<file path="src/rtl/spi_bus_arbiter_pkg.sv">
// Shared constants for the board SPI bus arbiter: FSM encoding, requester
// indices and default word/clock-divider settings.
package spi_bus_arbiter_pkg;

   localparam int DEF_WIDTH   = 16;
   localparam int DEF_CLK_DIV = 2;

   localparam int REQ_LMS1 = 0;
   localparam int REQ_LMS2 = 1;
   localparam int REQ_DAC  = 2;
   localparam int REQ_AUX  = 3;

   localparam logic [2:0] ST_IDLE  = 3'd0;
   localparam logic [2:0] ST_SETUP = 3'd1;
   localparam logic [2:0] ST_SHIFT = 3'd2;
   localparam logic [2:0] ST_HOLD  = 3'd3;
   localparam logic [2:0] ST_GAP   = 3'd4;

   // Index width that stays legal when a count collapses to one.
   function automatic int idx_width(input int n);
      return (n > 1) ? $clog2(n) : 1;
   endfunction

endpackage

</file>
<file path="src/rtl/spi_bus_arbiter_if.sv">
// Requester/SPI-pin bundle between the arbiter (slave) and the board side
// (master: requesters plus the externally muxed MISO line).
interface spi_bus_arbiter_if #(
   parameter int NUM_REQ = 4,
   parameter int WIDTH   = 16
);
   logic [NUM_REQ-1:0]       req;
   logic [NUM_REQ*WIDTH-1:0] wdata;
   logic [NUM_REQ-1:0]       ack;
   logic [WIDTH-1:0]         rdata;
   logic                     busy;
   logic [NUM_REQ-1:0]       sen_n;
   logic                     sclk;
   logic                     mosi;
   logic                     miso;

   modport master (
      output req, wdata, miso,
      input  ack, rdata, busy, sen_n, sclk, mosi
   );

   modport slave (
      input  req, wdata, miso,
      output ack, rdata, busy, sen_n, sclk, mosi
   );
endinterface

</file>
<file path="src/rtl/spi_rr_pick.sv">
// Combinational round-robin picker: first set req bit at or above ptr,
// wrapping around.
module spi_rr_pick
   import spi_bus_arbiter_pkg::*;
#(
   parameter int NUM_REQ = 4,
   parameter int IDX_W   = idx_width(NUM_REQ)
) (
   input  logic [NUM_REQ-1:0] req,
   input  logic [IDX_W-1:0]   ptr,
   output logic               any,
   output logic [IDX_W-1:0]   index
);

   logic [IDX_W-1:0] cand;

   // NOTE: every output gets a default before the loop so no path leaves
   // a value unassigned, which would otherwise infer a latch.
   always_comb begin
      any   = 1'b0;
      index = '0;
      cand  = '0;
      for (int i = 0; i < NUM_REQ; i++) begin
         cand = IDX_W'((int'(ptr) + i) % NUM_REQ);
         if (!any && req[cand]) begin
            any   = 1'b1;
            index = cand;
         end
      end
   end

endmodule

</file>
<file path="src/rtl/spi_bus_arbiter.sv">
// Round-robin owner of the shared SPI bus: one fixed-width MSB-first
// transaction per grant, with exactly one chip select low at a time.
module spi_bus_arbiter
   import spi_bus_arbiter_pkg::*;
#(
   parameter int NUM_REQ = 4,
   parameter int WIDTH   = DEF_WIDTH,
   parameter int CLK_DIV = DEF_CLK_DIV
) (
   input  logic               clk,
   input  logic               rst,
   spi_bus_arbiter_if.slave   bus
);

   localparam int IDX_W = idx_width(NUM_REQ);
   localparam int CNT_W = $clog2(CLK_DIV + 1);
   localparam int BIT_W = idx_width(WIDTH);
   localparam logic [CNT_W-1:0] CNT_LAST = CNT_W'(CLK_DIV - 1);
   localparam logic [BIT_W-1:0] BIT_LAST = BIT_W'(WIDTH - 1);

   logic [2:0]         state;
   logic [IDX_W-1:0]   ptr, gnt, pick_idx;
   logic               pick_any;
   logic [CNT_W-1:0]   cnt;
   logic               cnt_done;
   logic [BIT_W-1:0]   bit_cnt;
   logic [WIDTH-1:0]   tx_sh, rx_sh, pick_word, rdata_q;
   logic [NUM_REQ-1:0] sen_n_q, ack_q;
   logic               busy_q, sclk_q, mosi_q;

   spi_rr_pick #(.NUM_REQ(NUM_REQ), .IDX_W(IDX_W)) u_pick (
      .req   (bus.req),
      .ptr   (ptr),
      .any   (pick_any),
      .index (pick_idx)
   );

   assign pick_word = bus.wdata[pick_idx*WIDTH +: WIDTH];
   assign cnt_done  = (cnt == CNT_LAST);

   // NOTE: state registers use non-blocking assignments so every flop
   // samples pre-edge values regardless of statement order.
   always_ff @(posedge clk) begin
      if (rst) begin
         state   <= ST_IDLE;
         ptr     <= '0;
         gnt     <= '0;
         cnt     <= '0;
         bit_cnt <= '0;
         tx_sh   <= '0;
         rx_sh   <= '0;
         sen_n_q <= '1;
         ack_q   <= '0;
         rdata_q <= '0;
         busy_q  <= 1'b0;
         sclk_q  <= 1'b0;
         mosi_q  <= 1'b0;
      end else begin
         ack_q <= '0;
         case (state)
            ST_IDLE: begin
               if (pick_any) begin
                  gnt     <= pick_idx;
                  tx_sh   <= pick_word;
                  mosi_q  <= pick_word[WIDTH-1];
                  sen_n_q <= ~(NUM_REQ'(1) << pick_idx);
                  busy_q  <= 1'b1;
                  ptr     <= (pick_idx == IDX_W'(NUM_REQ - 1)) ? '0 : pick_idx + 1'b1;
                  cnt     <= '0;
                  state   <= ST_SETUP;
               end
            end
            ST_SETUP: begin
               if (cnt_done) begin
                  cnt     <= '0;
                  bit_cnt <= '0;
                  state   <= ST_SHIFT;
               end else begin
                  cnt <= cnt + 1'b1;
               end
            end
            ST_SHIFT: begin
               // sclk itself is the half-period phase: low half ends in a
               // rise (sample MISO), high half ends in a fall (next MOSI bit).
               if (cnt_done) begin
                  cnt <= '0;
                  if (!sclk_q) begin
                     sclk_q <= 1'b1;
                     rx_sh  <= {rx_sh[WIDTH-2:0], bus.miso};
                  end else begin
                     sclk_q <= 1'b0;
                     mosi_q <= tx_sh[WIDTH-2];
                     tx_sh  <= {tx_sh[WIDTH-2:0], 1'b0};
                     if (bit_cnt == BIT_LAST) state <= ST_HOLD;
                     else                     bit_cnt <= bit_cnt + 1'b1;
                  end
               end else begin
                  cnt <= cnt + 1'b1;
               end
            end
            ST_HOLD: begin
               if (cnt_done) begin
                  cnt     <= '0;
                  sen_n_q <= '1;
                  ack_q   <= NUM_REQ'(1) << gnt;
                  rdata_q <= rx_sh;
                  state   <= ST_GAP;
               end else begin
                  cnt <= cnt + 1'b1;
               end
            end
            ST_GAP: begin
               mosi_q <= 1'b0;
               if (cnt_done) begin
                  cnt    <= '0;
                  busy_q <= 1'b0;
                  state  <= ST_IDLE;
               end else begin
                  cnt <= cnt + 1'b1;
               end
            end
            default: state <= ST_IDLE;
         endcase
      end
   end

   assign bus.ack   = ack_q;
   assign bus.rdata = rdata_q;
   assign bus.busy  = busy_q;
   assign bus.sen_n = sen_n_q;
   assign bus.sclk  = sclk_q;
   assign bus.mosi  = mosi_q;

endmodule

</file>
<file path="src/flat_wrapper.sv">
// flat-port wrapper written by rule: the top's interface ports become plain ports
module spi_bus_arbiter_flat import spi_bus_arbiter_pkg::*;
#(
   parameter int NUM_REQ = 4,
   parameter int WIDTH   = DEF_WIDTH,
   parameter int CLK_DIV = DEF_CLK_DIV
)
  (clk, rst, bus_req, bus_wdata, bus_miso, bus_ack, bus_rdata, bus_busy, bus_sen_n, bus_sclk, bus_mosi);
  spi_bus_arbiter_if #(.NUM_REQ(NUM_REQ), .WIDTH(WIDTH)) bus_i ();
  input  logic clk;
  input  logic rst;
  input wire logic [$bits(bus_i.req)-1:0] bus_req;
  input wire logic [$bits(bus_i.wdata)-1:0] bus_wdata;
  input wire logic [$bits(bus_i.miso)-1:0] bus_miso;
  output wire logic [$bits(bus_i.ack)-1:0] bus_ack;
  output wire logic [$bits(bus_i.rdata)-1:0] bus_rdata;
  output wire logic [$bits(bus_i.busy)-1:0] bus_busy;
  output wire logic [$bits(bus_i.sen_n)-1:0] bus_sen_n;
  output wire logic [$bits(bus_i.sclk)-1:0] bus_sclk;
  output wire logic [$bits(bus_i.mosi)-1:0] bus_mosi;
  assign bus_i.req = bus_req;
  assign bus_i.wdata = bus_wdata;
  assign bus_i.miso = bus_miso;
  assign bus_ack = bus_i.ack;
  assign bus_rdata = bus_i.rdata;
  assign bus_busy = bus_i.busy;
  assign bus_sen_n = bus_i.sen_n;
  assign bus_sclk = bus_i.sclk;
  assign bus_mosi = bus_i.mosi;
  spi_bus_arbiter #(.NUM_REQ(NUM_REQ), .WIDTH(WIDTH), .CLK_DIV(CLK_DIV)) u_core (.clk(clk), .rst(rst), .bus(bus_i));
endmodule
</file>
<file path="config.mk">
export PLATFORM = sky130hd
export DESIGN_NAME = spi_bus_arbiter_flat
export DESIGN_NICKNAME = d
export VERILOG_FILES = /design/src/rtl/spi_bus_arbiter_pkg.sv /design/src/rtl/spi_bus_arbiter_if.sv /design/src/rtl/spi_rr_pick.sv /design/src/rtl/spi_bus_arbiter.sv /design/src/flat_wrapper.sv
export SDC_FILE = /design/constraint.sdc
export NUM_CORES = 1
export LEC_CHECK = 0
export ABC_CLOCK_PERIOD_IN_PS = 3400
export BUFFER_PORTS_ARGS = -buffer_cell sky130_fd_sc_hd__buf_4
export CAP_MARGIN = 20
export CORE_ASPECT_RATIO = 0.6
export CORE_MARGIN = 8
export CORE_UTILIZATION = 45
export DETAILED_ROUTE_END_ITERATION = 6
export PLACE_DENSITY = 0.69
export SLEW_MARGIN = 20
export SYNTH_ARGS = -nofsm -noshare
export SYNTH_HDL_FRONTEND = slang
export SYNTH_SLANG_ARGS = --single-unit
export TNS_END_PERCENT = 1
</file>
<file path="constraint.sdc">
create_clock -name clk -period 3.4 [get_ports clk]
set_input_delay 0.68 -clock clk [delete_from_list [all_inputs] [get_ports clk]]
set_output_delay 0.68 -clock clk [all_outputs]
set_load 0.01 [all_outputs]
</file>
# After elaboration in Yosys (flattened, before gate mapping)
# Cells that the tools add are included.
# W data, S select, Z words.
[totals]
regBits = 71
in_bits = 71
out_inout_bits = 27
[classes]
add_sub_neg = 6
n_lt_le_gt_ge = 4
eq_ne = 15
shifts = 3
muxes = 48
n_bitwise = 4
n_reduce_logical = 26
[ops]
columns = ["op", "count"]
rows = [
  ["$shiftx A64 B7 Y16", 1],
  ["$mux W15", 3],
  ["$pmux W15 S2", 1],
  ["$mux W4", 6],
  ["$mux W3", 7],
  ["$pmux W4 S2", 2],
  ["$pmux W3 S5", 1],
  ["$mux W1", 14],
  ["$mux W2", 7],
  ["$ne A2 B1 Y1 const B", 7],
  ["$lt A2 B3 Y1 const B", 4],
  ["$reduce_bool A2 Y1", 5],
  ["$reduce_and A3 Y1", 3],
  ["$bmux W1 S2", 4],
  ["$reduce_and A2 Y1", 4],
  ["$reduce_and A4 Y1", 2],
  ["$shl A1 B2 Y4 const A", 2],
  ["$reduce_and A7 Y1", 1],
  ["$add A2 B1 Y2 const B", 3],
  ["$eq A3 B2 Y1 const B", 2],
  ["$reduce_and A5 Y1", 1],
  ["$add A2 B2 Y2 const B", 2],
  ["$add A4 B1 Y4 const B", 1],
  ["$eq A4 B4 Y1 const B", 1],
  ["other kinds (16)", 22],
]

# Logic depth before layout (Yosys ltp)
# Gate-level depths: netlist of the first run.
[logic_depth]
depth_word = 16
mapped_depth = 11
mapped_depth_nobuf = 8

# Modules after synthesis
# A second synthesis of the first run with hierarchy kept.
[hier_totals]
hier_cells = 393
hier_area_um2 = 3329.4
[modules_own_cells]
columns = ["mod", "n_inst", "cells_per_inst", "area_each_um2"]
rows = [
  ["spi_bus_arbiter", 1, 378, 3251.9],
  ["spi_rr_pick", 1, 15, 77.6],
]

# Worst setup path after synthesis of the first run
# Ideal clock, no wire load.
[synth_timing]
kind = "input port to flip-flop"
from = "input bus_req[3]"
to = "register u_core.ptr[1]"
setup_time_ns = 0.132
t_arrival_ns = 2.061
required_ns = 3.268
setup_slack_ns = 1.206
cell_stages = 10
path_cell_list = "buf_2 > nor2_1 > a2111oi_4 > nor2_4 > inv_2 > buf_6 > buf_4 > ha_1 > nand2_1 > a21oi_1"
[synth_between]
elab_chain_cells = 14
elab_cells_between_ends = 26
cone_classes = "add/sub (1); eq/ne (1); mux (17); reduce/logical (7)"
[synth_lines]
columns = ["item", "line_no", "source"]
rows = [
  ["start: declaration", "flat_wrapper.sv:12", "input wire logic [$bits(bus_i.req)-1:0] bus_req;"],
  ["$bmux W1 S2", "spi_rr_pick.sv:25", "if (!any && req[cand]) begin"],
  ["$mux W1 (not written as such)", "spi_rr_pick.sv:25", ""],
  ["$mux W1", "spi_rr_pick.sv:25", ""],
  ["$logic_not A1 Y1", "spi_rr_pick.sv:25", ""],
  ["$logic_and A1 B1 Y1", "spi_rr_pick.sv:25", ""],
  ["$mux W1", "spi_rr_pick.sv:25", ""],
  ["$logic_not A1 Y1", "spi_rr_pick.sv:25", ""],
  ["$logic_and A1 B1 Y1", "spi_rr_pick.sv:25", ""],
  ["$mux W1", "spi_rr_pick.sv:25", ""],
  ["$logic_not A1 Y1", "spi_rr_pick.sv:25", ""],
  ["$logic_and A1 B1 Y1", "spi_rr_pick.sv:25", ""],
  ["$mux W2 *", "spi_rr_pick.sv:25", ""],
  ["net u_core.pick_idx[0]", "spi_bus_arbiter.sv:22", "logic [IDX_W-1:0] ptr, gnt, pick_idx;"],
  ["$add A2 B1 Y2 or $eq A2 B2 Y1 (tied branches)", "spi_bus_arbiter.sv:68", "ptr <= (pick_idx == IDX_W'(NUM_REQ - 1)) ? '0 : pick_idx + 1'b1;"],
  ["$mux W2 *", "spi_bus_arbiter.sv:68", ""],
  ["end signal: assignment", "spi_bus_arbiter.sv:68", ""],
  ["end: declaration", "spi_bus_arbiter.sv:22", ""],
]
# Mark *: on every way through the listed nets, which the timed path passes. The rest lies on a longest branch. The select of a mux whose other input is x is not followed.
# A chain may end at the register's enable or synchronous reset.

# Worst setup path after layout of the first run
[layout_timing]
from = "register u_core.ptr[1]"
to = "register u_core.tx_sh[14]"
[layout_between]
elab_chain_cells = 15
elab_cells_between_ends = 30
cone_classes = "add/sub (3); eq/ne (1); shift (1); mux (18); reduce/logical (7)"
[layout_lines]
columns = ["item", "line_no", "source"]
rows = [
  ["branches (longest 11 deep; another with $add A2 B1 Y2)", "-", ""],
  ["$mux W2 *", "spi_rr_pick.sv:25", ""],
  ["net u_core.pick_idx[1]", "spi_bus_arbiter.sv:22", ""],
  ["$shiftx A64 B7 Y16 *", "spi_bus_arbiter.sv:38", "assign pick_word = bus.wdata[pick_idx*WIDTH +: WIDTH];"],
  ["$mux W15 *", "spi_bus_arbiter.sv:62", "if (pick_any) begin"],
  ["$pmux W15 S2 *", "spi_bus_arbiter.sv:60", "case (state)"],
  ["end signal: assignment", "spi_bus_arbiter.sv:64", "tx_sh <= pick_word;"],
  ["end signal: assignment", "spi_bus_arbiter.sv:93", "tx_sh <= {tx_sh[WIDTH-2:0], 1'b0};"],
  ["end: declaration", "spi_bus_arbiter.sv:27", "logic [WIDTH-1:0] tx_sh, rx_sh, pick_word, rdata_q;"],
]
# Mark *: on every way through the listed nets, which the timed path passes. The select of a mux whose other input is x is not followed.

==> results of run 1 <==
layer usage:
layer  track usage  wire length [um]  share of wire  vias to the layer above
met5             0                 0              0                        -
met4        0.0461               143          0.015                        0
met3        0.0638               543          0.055                       18
met2         0.269              4380           0.45                       75
met1         0.241              4720           0.48                     1577
li1              -                 -              -                     1710
sequential cells by signal (all words and copies together) (netlist names), 2 cells and up:
register,cells
u_core.rx_sh,16
u_core.tx_sh,15
u_core.bit_cnt,4
u_core.cnt,2
u_core.gnt,2
u_core.ptr,2
u_core.bus.sen_n,4
u_core.bus.rdata,16
u_core.state,3
u_core.bus.ack,4
stage by stage:
step | hold WS, ns | instance area [um2]
2_1_floorplan | 0.432 | 3480
3_5_place_dp | 0.448 | 4210
3_3_place_gp | 0.445 | 4210
4_1_cts | 0.456 | 4460
5_1_grt | 0.483 | 4460
6_report | 0.451 | 4460
Yosys cell counts, types with 2 or more instances:
cell type,instances
a2111oi_0,2
a211oi_1,2
a21oi_1,58
a22o_1,14
a311oi_1,13
and3_1,2
buf_2,9
buf_4,2
buf_6,2
clkbuf_1,17
dfxtp_1,71
ha_1,5
inv_1,4
inv_2,3
mux2i_1,6
nand2_1,139
nand3_1,21
nor2_1,14
nor2b_1,2
nor3_1,3
nor3_2,3
nor3b_2,2
nor4_4,2
nor4b_1,2
o21a_1,4
o21ai_0,8
o21bai_1,2
or3_1,4
xor2_1,4
cell families (layout without fill, tap and decap cells):
kind of cell / Yosys count / count (layout)
compound gates: 114 / 114
xor+xnor: 5 / 5
mux: 6 / 6
flops: 71 / 71
fa+ha+maj: 5 / 5
simple gates: 204 / 204
buf+inv: 38 / 123
worst reg2reg max path, delay by kind of cell (launching register included):
| family | cells | cell delay (ns) |
|---|---|---|
| simple gates | 4 | 1.27 |
| flops | 1 | 0.50 |
| compound gates | 2 | 0.38 |
final cells by class:
class / instances / share of cell area
Timing Repair Buffer: 100 / 0.168
Inverter: 7 / 0.00589
Clock buffer: 15 / 0.0556
Clock inverter: 1 / 0.00112
Tap cell: 104 / 0.0292
Multi-Input combinational cell: 334 / 0.421
Sequential cell: 71 / 0.319
power groups by stage:
stage          Sequential [mW]  Combinational (mW)  Clock (mW)
2_1_floorplan            0.948               0.371           0
3_3_place_gp             0.962               0.499           0
3_5_place_dp             0.965               0.511           0
4_1_cts                  0.949               0.512       0.832
5_1_grt                  0.958               0.563       0.868
6_report                 0.951               0.511       0.819
worst min-delay path by stage:
stage                           end  slack (ns)  depth (start not counted)
2_1_floorplan  u_core.bus.rdata[15]        0.43                          2
3_3_place_gp    u_core.bus.rdata[2]        0.45                          2
3_5_place_dp    u_core.bus.rdata[4]        0.45                          2
4_1_cts         u_core.bus.rdata[4]        0.46                          2
5_1_grt        u_core.bus.rdata[11]        0.48                          2
6_report        u_core.bus.rdata[0]        0.45                          2
==> results.md, run 1 <==
- Synth area leaders: dfxtp_1 41%, nand2_1 15%, a21oi_1 8.4%, a22o_1 3.5%, a311oi_1 3.3%
- Fillcell total: 697
- Initial DRC Count: 192
- RR Startpoint: u_core.ptr[1]
- Worst Clk Skew: 0.00467 ns
- CP Data Required Time: 3.62 ns
- Startpoint Class: flop
- Root Buffer: clkbuf_16
- Clk sink count: 71
- IO Pins: 98
- Largest net degree at the start of global routing: 52
- Port Buffers: 97
- Final Util: 0.604
- Multiplexer area fraction after synthesis: 0.0173
- Non-Filler Instances: 632
- Total power: 2.28 mW
- Hold_sp: u_core.bus.rdata[0]
- Clk buf depth: 2
- Critical Path, Cell by Cell: a21oi_1, nor3b_2, nor3_2, nor2_2, nand3_1, a22o_1
- Layout net count: 599
- Number of global-route vias before repair: 3264
- Post-synthesis sequential area ratio: 0.409
- Die height: 84.1 um
- CP max-delay cell: nor2_2
- Count of unique library cells instantiated by Yosys: 52
- Slew @ Worst Pin: 1.03 ns
- Cell Pwr Density: 511 mW/mm2
- Most frequent cells in the layout: 139 x nand2_1, 100 x buf_4, 71 x dfxtp_1
- Worst-path clk slew: 0.05 ns
- GRT Util Overall: 0.181
- Tmin final: 2.26 ns
- Sequential power share: 0.417
- Post-synthesis cell area: 0.00348 mm2
- RSZ-0062 raised after global routing: false
- WL per Instance: 15.5 um
- Data arrival, critical path: 2.48 ns
- P_int: 1.61 mW
- Max frequency: 0.442 GHz
- Fin worst setup slack: 1.14 ns
- Crit path kind: reg2reg
- #FFs+latches synth: 71
- Synth Area in Compound Gates: 0.221
- CP Max Fanout: 14
- CTS tree: built
- Adder-Cell Fraction of Synth Area: 0.0180
- Initial Util: 0.471
- Synth warnings: 0
- Simple-Gate Fraction of Synth Area: 0.272
- Dpl ws: 0.895 ns
- Layout cells sized above 1: 0.241
- Multi-input logic area: 0.00188 mm2
- Largest family of logic cells by synthesized area: simple AND/OR/NAND/NOR gates
- Switching Power: 0.670 mW
- Clk pwr share: 0.359
- Routed wire length: 9790 um
- Max Slew Vio Count: 0
- Antenna diode count: 0
- Flop-to-flop setup slack: 1.14 ns
- Hold Buf Count CTS: 0
- Post-synth top area cell: dfxtp_1
- Crit-path max cell delay: 0.53 ns
- Comb pwr share: 0.224
- Reg-to-reg critical path endpoint: u_core.tx_sh[14]
- GP Congestion: 0.824
- Mean Syn Cell Area: 7.85 um2
- First-pass GRT wire length: 15900 um
- CP endpoint: u_core.tx_sh[14]
- Final Cycle Share: 0.665
- Most common cell after layout, fill and taps aside: nand2_1
- Area Growth Syn to Fin: 28.3%
- Post-CTS Resized: 0
- Avg Vias per Cell: 5.35
- Slew margin rel.: 0.312
- Postcts setup bufs: 0
- Crit path launch: u_core.ptr[1]
- H-tree depth: 3
- DPL Wire Length: 7140 um
- Syn nets: 519
- Die width: 129 um
- Yosys top cell area share: 0.409
- Worst-Skew Late Latency: 0.33 ns
- # setup viols final: 0
- CP bufs+invs: 0
- Final Hold Fails: 0
- Maximum VDD drop: 0.342 mV
- Rows: 24
- DR vias: 3380
- Delay-heaviest family, CP: simple AND/OR/NAND/NOR gates
- Setup Total Neg Slack: 0 ns
- Status: finished, final reports clean
- Post-synthesis cell count: 443
- Inserted Clock Buffers: 9
- DP Cell Count: 616
- Initial antenna violation count: 0
- CP Capture Type: flop
- Number of max-cap violations: 0
- Reg2reg path depth: 6
- DRC viols: 0
- Cell count along the critical path: 6
- Hold Crit Class: reg2reg
- Reg area: 0.00142 mm2
- Post-synth top flop: dfxtp_1
- Net Sw Frac: 0.294
- EDFF count, synth: 0
- Antenna viol nets, final: 0
- Xor and xnor area share after synthesis: 0.0126
- Total overflow reported by the global router: 0
- Die area: 0.0109 mm2
- Leakage: 1.84 nW
- Async SR Flop Fraction: 0
- TritonRoute pass-1 iters: 5
- Core ar.: 0.00739 mm2
(Power assumes the default switching activity.)
==> run 2: changes to the inputs <==
ABC_CLOCK_PERIOD_IN_PS = 2200   (was 3400)
clock period = 2.2 ns   (was 3.4 ns; I/O delays follow)
==> run 2 against run 1 <==
  * Final cell count increased by 2.4%
  * Hold slack lost 0.11 ns
  * Global-route usage grew 1.1 points
  * Register-to-register slack worse by 1.0 ns
  * Non-clock buffer count grew 15
  * Core utilization up 2.9 points
  * Critical path type unchanged
  * Largest power group is now clock
  * Critical path depth is 2 higher
  * Sequential power increased by 54%
  * Total power up 72%
  * First-iteration DRC count up 24%
  * Clock power increased by 92%
==> results.md, run 2 (synthesis results as in run 1) <==
- DRC viols: 0
- Leakage: 1.96 nW
- Antenna viol nets, final: 0
- Reg-to-reg critical path endpoint: u_core.tx_sh[5]
- Worst-path clk slew: 0.06 ns
- Dpl ws: 0.0199 ns
- RSZ-0062 raised after global routing: false
- First-pass GRT wire length: 16700 um
- Clk sink count: 71
- Flop-to-flop setup slack: 0.12 ns
- Hold Crit Class: in2reg
- Worst-Skew Late Latency: 0.33 ns
- CP Data Required Time: 2.48 ns
- Routed wire length: 10300 um
- CP bufs+invs: 2
- GRT Util Overall: 0.192
- Status: finished, final reports clean
- Hold_sp: rst
- RR Startpoint: u_core.ptr[0]
- Worst Clk Skew: 0.00379 ns
- CP Max Fanout: 20
- Slew @ Worst Pin: 0.666 ns
- Slew margin rel.: 0.555
- CP max-delay cell: dfxtp_1
- Delay-heaviest family, CP: compound AO/OA/AOI/OAI gates
- IO Pins: 98
- Initial antenna violation count: 0
- Layout net count: 614
- Root Buffer: clkbuf_16
- WHS Path Cells: 2
- Port Buffers: 97
- Initial Util: 0.471
- DR vias: 3486
- CP Capture Type: flop
- Final Hold Fails: 0
- Max frequency: 0.481 GHz
- Postcts setup bufs: 0
- CTS tree: built
- Core ar.: 0.00739 mm2
- Fin worst setup slack: 0.121 ns
- Data arrival, critical path: 2.36 ns
- Total overflow reported by the global router: 0
- Hold-critical path endpoint: u_core.bit_cnt[0]
- Initial DRC Count: 238
- Crit path kind: reg2reg
- Post-CTS Resized: 0
- Die width: 129 um
- Crit-path max cell delay: 0.42 ns
- Tmin final: 2.08 ns
- Die height: 84.1 um
- Die area: 0.0109 mm2
- DPL Wire Length: 7660 um
- Reg2reg path depth: 8
- Cell Pwr Density: 838 mW/mm2
- Most common cell after layout, fill and taps aside: nand2_1
- Critical Path, Cell by Cell: and2b_4, a2111oi_4, nor2_4, inv_2, buf_12, nand2_1, a311oi_1, a22o_1
- Maximum VDD drop: 0.497 mV
- WL per Instance: 15.9 um
- TritonRoute pass-1 iters: 5
- Number of global-route vias before repair: 3380
- Antenna diode count: 0
- Max Slew Vio Count: 0
- Number of max-cap violations: 0
- Inserted Clock Buffers: 9
- Setup Total Neg Slack: 0 ns
- Rows: 24
- Startpoint Class: flop
- Final Cycle Share: 0.945
- Area Growth Syn to Fin: 34.4%
- Avg Vias per Cell: 5.39
- # setup viols final: 0
- Largest net degree at the start of global routing: 44
- H-tree depth: 3
- Hold Buf Count CTS: 0
- GP Congestion: 0.813
- Layout cells sized above 1: 0.273
- Most frequent cells in the layout: 139 x nand2_1, 113 x buf_4, 71 x dfxtp_1
- Clk buf depth: 2
==> run 2: changes by cell type in the layout (fill, tap and decap cells not counted), sizes merged <==
cell	delta
buf	+15
clkbuf	-4
clkinv	+1
clkinvlp	+1
bufinv	+2
==> run 2: worst max-delay path by stage <==
stage / to / depth (start not counted) / startpoint
global placement: u_core.tx_sh[11] / 6 / bus_req[3]
detailed placement: u_core.tx_sh[5] / 9 / bus_req[0]
finish: u_core.tx_sh[5] / 8 / u_core.ptr[0]
floorplan: u_core.ptr[1] / 10 / bus_req[3]
CTS: u_core.tx_sh[5] / 8 / u_core.ptr[0]
global route: u_core.tx_sh[5] / 8 / u_core.ptr[0]
==> run 2: cell type report <==
type	count	area [um2]
well taps	104	130
flip-flops and latches	71	1420
repair buffers	115	888
clock buffers	11	243
inverters	7	26.3
clock inverters	5	81.3
multi-input cells	334	1880
fillers	686	2720
==> run 2: per-layer routing <==
metal	vias to the layer above	wire, um	GRT usage
li1	1733	-	-
met1	1648	4810	0.249
met2	93	4780	0.298
met3	12	593	0.0574
met4	0	114	0.0608
met5	-	0	0
==> run 2: stage by stage <==
| stage | std cells | util | area, um2 | hold slack (ns) | power, mW |
|---|---|---|---|---|---|
| after global placement | 631 | 0.588 | 4340 | 0.444 | 2.33 |
| after global routing | 647 | 0.632 | 4670 | 0.349 | 4.08 |
| after detailed placement | 631 | 0.588 | 4340 | 0.445 | 2.36 |
| after CTS | 647 | 0.632 | 4670 | 0.338 | 3.92 |
| after floorplan | 443 | - | 3480 | 0.432 | 2.04 |
| final | 647 | 0.632 | 4670 | 0.339 | 3.91 |
==> run 2: where the power goes <==
part	switching, mW	internal [mW]
Combinational	0.480	0.404
Clock	0.545	1.02
Sequential	0.0791	1.38
Total	1.10	2.81
